## config.mk

```make
export PLATFORM = sky130hd
export DESIGN_NAME = rll_keyed_pipe
export DESIGN_NICKNAME = d
export VERILOG_FILES = /design/src/rtl/rll_pkg.sv /design/src/rtl/rll_pipe_stage.sv /design/src/rtl/rll_keyed_pipe.sv
export SDC_FILE = /design/constraint.sdc
export NUM_CORES = 1
export LEC_CHECK = 0
export ABC_AREA = 0
export BUFFER_PORTS_ARGS = -buffer_cell sky130_fd_sc_hd__buf_2
export CAP_MARGIN = 15
export CORE_MARGIN = 2
export CORE_UTILIZATION = 52
export DETAILED_ROUTE_END_ITERATION = 8
export GPL_TIMING_DRIVEN = 0
export PLACE_DENSITY = 0.76
export SLEW_MARGIN = 0
export SYNTH_ARGS = -nofsm -noshare
export SYNTH_HDL_FRONTEND = slang
export SYNTH_SLANG_ARGS = --single-unit
export TNS_END_PERCENT = 1
```

## constraint.sdc

```tcl
create_clock -name clk -period 1.2 [get_ports clk]
set_input_delay 0.12 -clock clk [delete_from_list [all_inputs] [get_ports clk]]
set_output_delay 0.12 -clock clk [all_outputs]
set_load 0.01 [all_outputs]
```

## src/rtl/rll_pkg.sv

```systemverilog
// Shared state type, counter width and key-mask helper for the keyed RLL pipeline.
package rll_pkg;
   localparam int RLL_MAX_KW = 64;
   localparam int RLL_MAX_DW = 256;
   localparam int RLL_KI_W   = $clog2(RLL_MAX_KW);
   localparam int RLL_DI_W   = $clog2(RLL_MAX_DW);
   localparam int RLL_KEY_W  = 16;
   localparam int RLL_CNT_W  = $clog2(RLL_KEY_W + 1);

   typedef enum logic [1:0] {
      UNKEYED = 2'd0,
      DRAIN   = 2'd1,
      LOADING = 2'd2,
      ACTIVE  = 2'd3
   } rll_state_e;

   // Data bit i is gated by key bit (i mod key_w); a set mask bit marks an XNOR gate.
   function automatic logic [RLL_MAX_DW-1:0] rll_kmask(
      input logic [RLL_MAX_KW-1:0] key,
      input logic [RLL_MAX_KW-1:0] mask,
      input int                    key_w,
      input int                    data_w
   );
      logic [RLL_MAX_DW-1:0] m;
      m = {RLL_MAX_DW{1'b0}};
      for (int i = 0; i < RLL_MAX_DW; i++) begin
         if (i < data_w) begin
            m[RLL_DI_W'(i)] = key[RLL_KI_W'(i % key_w)] ^ mask[RLL_KI_W'(i % key_w)];
         end else begin
            m[RLL_DI_W'(i)] = 1'b0;
         end
      end
      return m;
   endfunction
endpackage

```

## src/rtl/rll_pipe_stage.sv

```systemverilog
// One valid/data register slice; the parent decides when the slice may advance.
module rll_pipe_stage #(
   parameter int DATA_W = 18
) (
   input  logic              clk,
   input  logic              rst_n,
   input  logic              flush,
   input  logic              advance,
   input  logic              in_valid,
   input  logic [DATA_W-1:0] in_data,
   output logic              out_valid,
   output logic [DATA_W-1:0] out_data
);
   logic              valid_r;
   logic [DATA_W-1:0] data_r;

   // Slice register: flush zeroizes, otherwise load when allowed to advance.
   always_ff @(posedge clk or negedge rst_n) begin
      if (!rst_n) begin
         valid_r <= 1'b0;
         data_r  <= {DATA_W{1'b0}};
      end else if (flush) begin
         valid_r <= 1'b0;
         data_r  <= {DATA_W{1'b0}};
      end else if (advance) begin
         valid_r <= in_valid;
         if (in_valid) begin
            data_r <= in_data;
         end
      end
   end

   assign out_valid = valid_r;
   assign out_data  = data_r;
endmodule

```

## src/rtl/rll_keyed_pipe.sv

```systemverilog
// Sequential RLL lock wrapper: serially loaded key gates a valid/ready data pipeline.
module rll_keyed_pipe
   import rll_pkg::*;
#(
   parameter int               DATA_W      = 18,
   parameter int               KEY_W       = 16,
   parameter int               PIPE_STAGES = 2,
   parameter logic [KEY_W-1:0] XNOR_MASK   = 16'h50CD
) (
   input  logic              clk,
   input  logic              rst_n,
   input  logic              key_start,
   input  logic              key_clear,
   input  logic              key_in_valid,
   input  logic              key_in_bit,
   output logic              key_in_ready,
   output logic              key_loaded,
   input  logic              in_valid,
   input  logic [DATA_W-1:0] in_data,
   output logic              in_ready,
   output logic              out_valid,
   output logic [DATA_W-1:0] out_data,
   input  logic              out_ready
);
   localparam int CNT_W = $clog2(KEY_W + 1);

   rll_state_e        state_r;
   rll_state_e        state_nxt_s;
   logic [KEY_W-1:0]  shadow_r;
   logic [KEY_W-1:0]  key_r;
   logic [CNT_W-1:0]  cnt_r;
   logic              loaded_r;
   logic              key_fire_s;
   logic              last_bit_s;
   logic              pipe_empty_s;
   logic [DATA_W-1:0] kmask_s;

   logic [PIPE_STAGES:0] vld_s;
   logic [PIPE_STAGES:0] rdy_s;
   logic [DATA_W-1:0]    dat_s [PIPE_STAGES+1];

   assign key_fire_s   = key_in_valid && (state_r == LOADING);
   assign last_bit_s   = key_fire_s && (cnt_r == CNT_W'(KEY_W - 1));
   assign pipe_empty_s = ~|vld_s[PIPE_STAGES:1];
   assign kmask_s      = DATA_W'(rll_kmask(RLL_MAX_KW'(key_r), RLL_MAX_KW'(XNOR_MASK),
                                           KEY_W, DATA_W));

   // State register.
   always_ff @(posedge clk or negedge rst_n) begin
      if (!rst_n) begin
         state_r <= UNKEYED;
      end else begin
         state_r <= state_nxt_s;
      end
   end

   // Next state; key_clear overrides every other request, including load completion.
   always_comb begin
      state_nxt_s = state_r;
      if (key_clear) begin
         state_nxt_s = UNKEYED;
      end else begin
         case (state_r)
            UNKEYED: state_nxt_s = key_start    ? LOADING : UNKEYED;
            ACTIVE:  state_nxt_s = key_start    ? DRAIN   : ACTIVE;
            DRAIN:   state_nxt_s = pipe_empty_s ? LOADING : DRAIN;
            LOADING: state_nxt_s = last_bit_s   ? ACTIVE  : LOADING;
            default: state_nxt_s = UNKEYED;
         endcase
      end
   end

   // Key shift register, active key, bit counter and loaded flag.
   always_ff @(posedge clk or negedge rst_n) begin
      if (!rst_n) begin
         shadow_r <= {KEY_W{1'b0}};
         key_r    <= {KEY_W{1'b0}};
         cnt_r    <= {CNT_W{1'b0}};
         loaded_r <= 1'b0;
      end else if (key_clear) begin
         shadow_r <= {KEY_W{1'b0}};
         key_r    <= {KEY_W{1'b0}};
         cnt_r    <= {CNT_W{1'b0}};
         loaded_r <= 1'b0;
      end else if (key_fire_s) begin
         shadow_r <= {key_in_bit, shadow_r[KEY_W-1:1]};
         if (last_bit_s) begin
            key_r    <= {key_in_bit, shadow_r[KEY_W-1:1]};
            cnt_r    <= {CNT_W{1'b0}};
            loaded_r <= 1'b1;
         end else begin
            cnt_r <= cnt_r + CNT_W'(1);
         end
      end else if ((state_r == DRAIN) && pipe_empty_s) begin
         // The old key becomes unusable as soon as a reload begins.
         loaded_r <= 1'b0;
      end
   end

   // Backward ready chain: a slice may load when its own slot is free or it is moving on.
   always_comb begin
      rdy_s              = {(PIPE_STAGES + 1){1'b0}};
      rdy_s[PIPE_STAGES] = out_ready;
      for (int k = PIPE_STAGES - 1; k >= 0; k--) begin
         rdy_s[k] = !vld_s[k+1] || rdy_s[k+1];
      end
   end

   assign vld_s[0] = in_valid && (state_r == ACTIVE);
   assign dat_s[0] = in_data ^ kmask_s;

   for (genvar g = 0; g < PIPE_STAGES; g++) begin : g_stage
      rll_pipe_stage #(
         .DATA_W (DATA_W)
      ) u_stage (
         .clk       (clk),
         .rst_n     (rst_n),
         .flush     (key_clear),
         .advance   (rdy_s[g]),
         .in_valid  (vld_s[g]),
         .in_data   (dat_s[g]),
         .out_valid (vld_s[g+1]),
         .out_data  (dat_s[g+1])
      );
   end

   assign in_ready     = (state_r == ACTIVE) && rdy_s[0];
   assign key_in_ready = (state_r == LOADING);
   assign key_loaded   = loaded_r;
   assign out_valid    = vld_s[PIPE_STAGES];
   assign out_data     = dat_s[PIPE_STAGES];
endmodule

```

==> run summary <==
Status: finished, violations left
Failing checks: negative setup slack
Row count: 30
Switch Pwr: 1.12 mW
Post-synth top area share: 0.529
Synth Instances: 340
Fin. Hold Viols: 0
Final #Nets: 440
Core box area: 0.00679 mm²
Crit Path Class: reg2out
DRT Pass-1 Iters: 4
Share of cells above drive strength 1: 0.424
DRC Markers: 0
Die area: 0.00769 mm²
CTS sink cnt: 77
Met3 Wirelength: 359 µm
CTS max path bufs: 2
Final min period: 1.48 ns
Clk_lat worst skew: 0.35 ns
Fill count: 512
Seq/Total Area, Yosys: 0.529
Slew @ Worst Pin: 0.596 ns
Distinct cells, synth: 40
Root Buffer: clkbuf_8
Antenna-violating nets left: 0
Yosys warning total: 0
DRT iter0 DRCs: 129
Largest net degree at the start of global routing: 47
Synth area leaders: dfrtp_1, a21oi_1, a22o_2
Grt ovf: 0
Syn Nets: 367
Die H: 87.7 µm
Crit. End Element: primary output
Crit start category: register
Endpoints failing setup: 71
Met1 Routed Length: 3660 µm
Register bit total from synthesis: 77
Commonest non-fill, non-tap cells in the layout: dfrtp_1, buf_2, a21oi_1, nand2_1, buf_4
Final core utilization: 0.667
Vias in the first global route: 2,750
Crit-path max FO: 4
First-pass GRT wire length: 13,800 µm
Top routing layer used: met4
Layout area overhead: 24.5%
Setup WS post-layout: -0.278 ns
CP required: 1.08 ns
Buffers added on ports: 46
Leak pwr: 2.01 nW
Tightest Hold Check Type: in2reg
Avg WL per Cell: 16.5 µm
Final wirelength: 8460 µm
Comb pwr share: 0.062
Switching share of power: 0.232
P_int: 3.71 mW
RSZ-0062 raised after global routing: yes
Io pins: 48
Avg Cell Area, Syn: 10.7 µm²
Reg clk slew, reported paths: 0.08 ns
Yosys top cell by area: dfrtp_1
PwrDens: 1070 mW/mm²
Met2 wire len: 4280 µm
Skew final: 0.00804 ns
Peak VDD IR: 611 µV
F_max: 0.677 GHz
Final Hold Slack: 0.0240 ns
Final period utilization: 1.23
Slew Limit Headroom: 0.602
Total negative slack: -10.70 ns
HPWL after DPL: 5530 µm
Gpl congestion: 0.823
Antenna cells: 0
Commonest non-fill, non-tap cell in the layout: dfrtp_1
Cell Area, Synth: 0.00364 mm²
Sequential group share of total power: 0.539
Max-cap viol count: 0
Via count: 2,839
Initial antenna violation count: 0
GR Util All Layers: 0.235
CTS tree: yes
Initial Utilization: 0.536
Via/cell ratio: 5.53
Arrival time worst endpoint: 1.36 ns
Die X-Extent: 87.7 µm
Clock power share: 0.399
Inserted Clock Buffers: 9
Pins Over Slew Limit: 0
H-Tree Depth: 3
[cell usage after synthesis (all sizes together)]
cell     n
nor2b    1
o211ai   1
a21oi   56
nand2b   2
and3b    3
o21ai   25
buf     37
nand3   26
nand3b   3
and4b    1
inv      1
a31oi    1
dfrtp   77
nand2   37
and3     2
a22o    18
a211oi  11
nor3b    1
nor2     4
or3      1
a211o    1
clkbuf   7
and2b    1
ha       1
nand4b   1
nor3     1
a311oi   1
xnor2   19
[stage by stage]
step | area (µm²) | setup slack (ns) | total power, mW | std cells
floorplan | 3650 | -0.0826 | 2.78 | 340
global placement | 4000 | -0.480 | 2.92 | 482
detailed placement | 4030 | -0.332 | 2.93 | 483
CTS | 4430 | -0.203 | 4.83 | 513
global route | 4530 | -0.323 | 5.00 | 513
finish | 4530 | -0.278 | 4.84 | 513
[critical path: stages, from the launching register on]
cell and delay, ns:
dfrtp_1 0.41, nand3b_1 0.16, buf_6 0.15, and3_4 0.18
buf_6 0.11
[final timing paths]
path | from | end | slack (ns) | depth (start not counted)
worst max-delay path | g_stage[1].u_stage.out_valid | in_ready | -0.28 | 4
min in group asynchronous | rst_n | g_stage[1].u_stage.out_data[10] | 0.25 | 2
worst min register to register | g_stage[0].u_stage.out_data[7] | g_stage[1].u_stage.out_data[7] | 0.50 | 1
worst min-delay path | key_in_bit | shadow_r[15] | 0.02 | 3
max in group asynchronous | rst_n | g_stage[0].u_stage.out_valid | 0.37 | 3
worst max register to register | g_stage[1].u_stage.out_valid | g_stage[0].u_stage.out_data[15] | -0.25 | 7
[kinds of logic after synthesis]
family / share of synthesized area
AO/OA/AOI/OAI: 0.202
AND/OR/NAND/NOR: 0.125
flip-flops: 0.529
buffers and inverters: 0.0948
adder cells (fa/ha/maj): 0.00343
XOR/XNOR: 0.0457
[registers in the layout, summed over array words and instances (netlist names)]
| register | count |
|---|---|
| key_r | 16 |
| shadow_r | 15 |
| cnt_r | 5 |
| g_stage.u_stage.out_valid | 2 |
| g_stage.u_stage.out_data | 36 |
| state_r | 2 |
| key_loaded | 1 |
[power by group through the flow]
stage / logic [mW] / clock network, mW / registers, mW
floorplan: 0.121 / 0 / 2.66
global placement: 0.262 / 0 / 2.66
detailed placement: 0.276 / 0 / 2.66
CTS: 0.291 / 1.94 / 2.60
global route: 0.328 / 2.07 / 2.61
finish: 0.300 / 1.93 / 2.61
[metal layers]
metal,vias up,track usage
li1,1334,-
met1,1407,0.313
met2,83,0.395
met3,15,0.0292
met4,0,0.0867
met5,-,0
[what timing repair did]
| item | CTS | global route |
|---|---|---|
| gates cloned | 1 | 0 |
| pin swaps | 19 | 9 |
| hold endpoints to repair | 31 | 0 |
| hold buffers | 1 | 0 |
| endpoints found under the setup margin | 71 | 75 |
| setup buffers | 13 | 0 |
| resized for setup | 32 | 29 |
[area by class of cell]
class / count / area, µm² / share of cell area
multi-input cells: 219 / 1500 / 0.332
clock inverters: 4 / 48.8 / 0.0108
inverters: 1 / 3.75 / 0.000828
well taps: 96 / 120 / 0.0265
plain buffers: 44 / 408 / 0.0900
repair buffers: 61 / 378 / 0.0833
clock buffers: 11 / 141 / 0.0312
flip-flops and latches: 77 / 1930 / 0.426
Note: power is estimated with default switching activity, not from simulation.
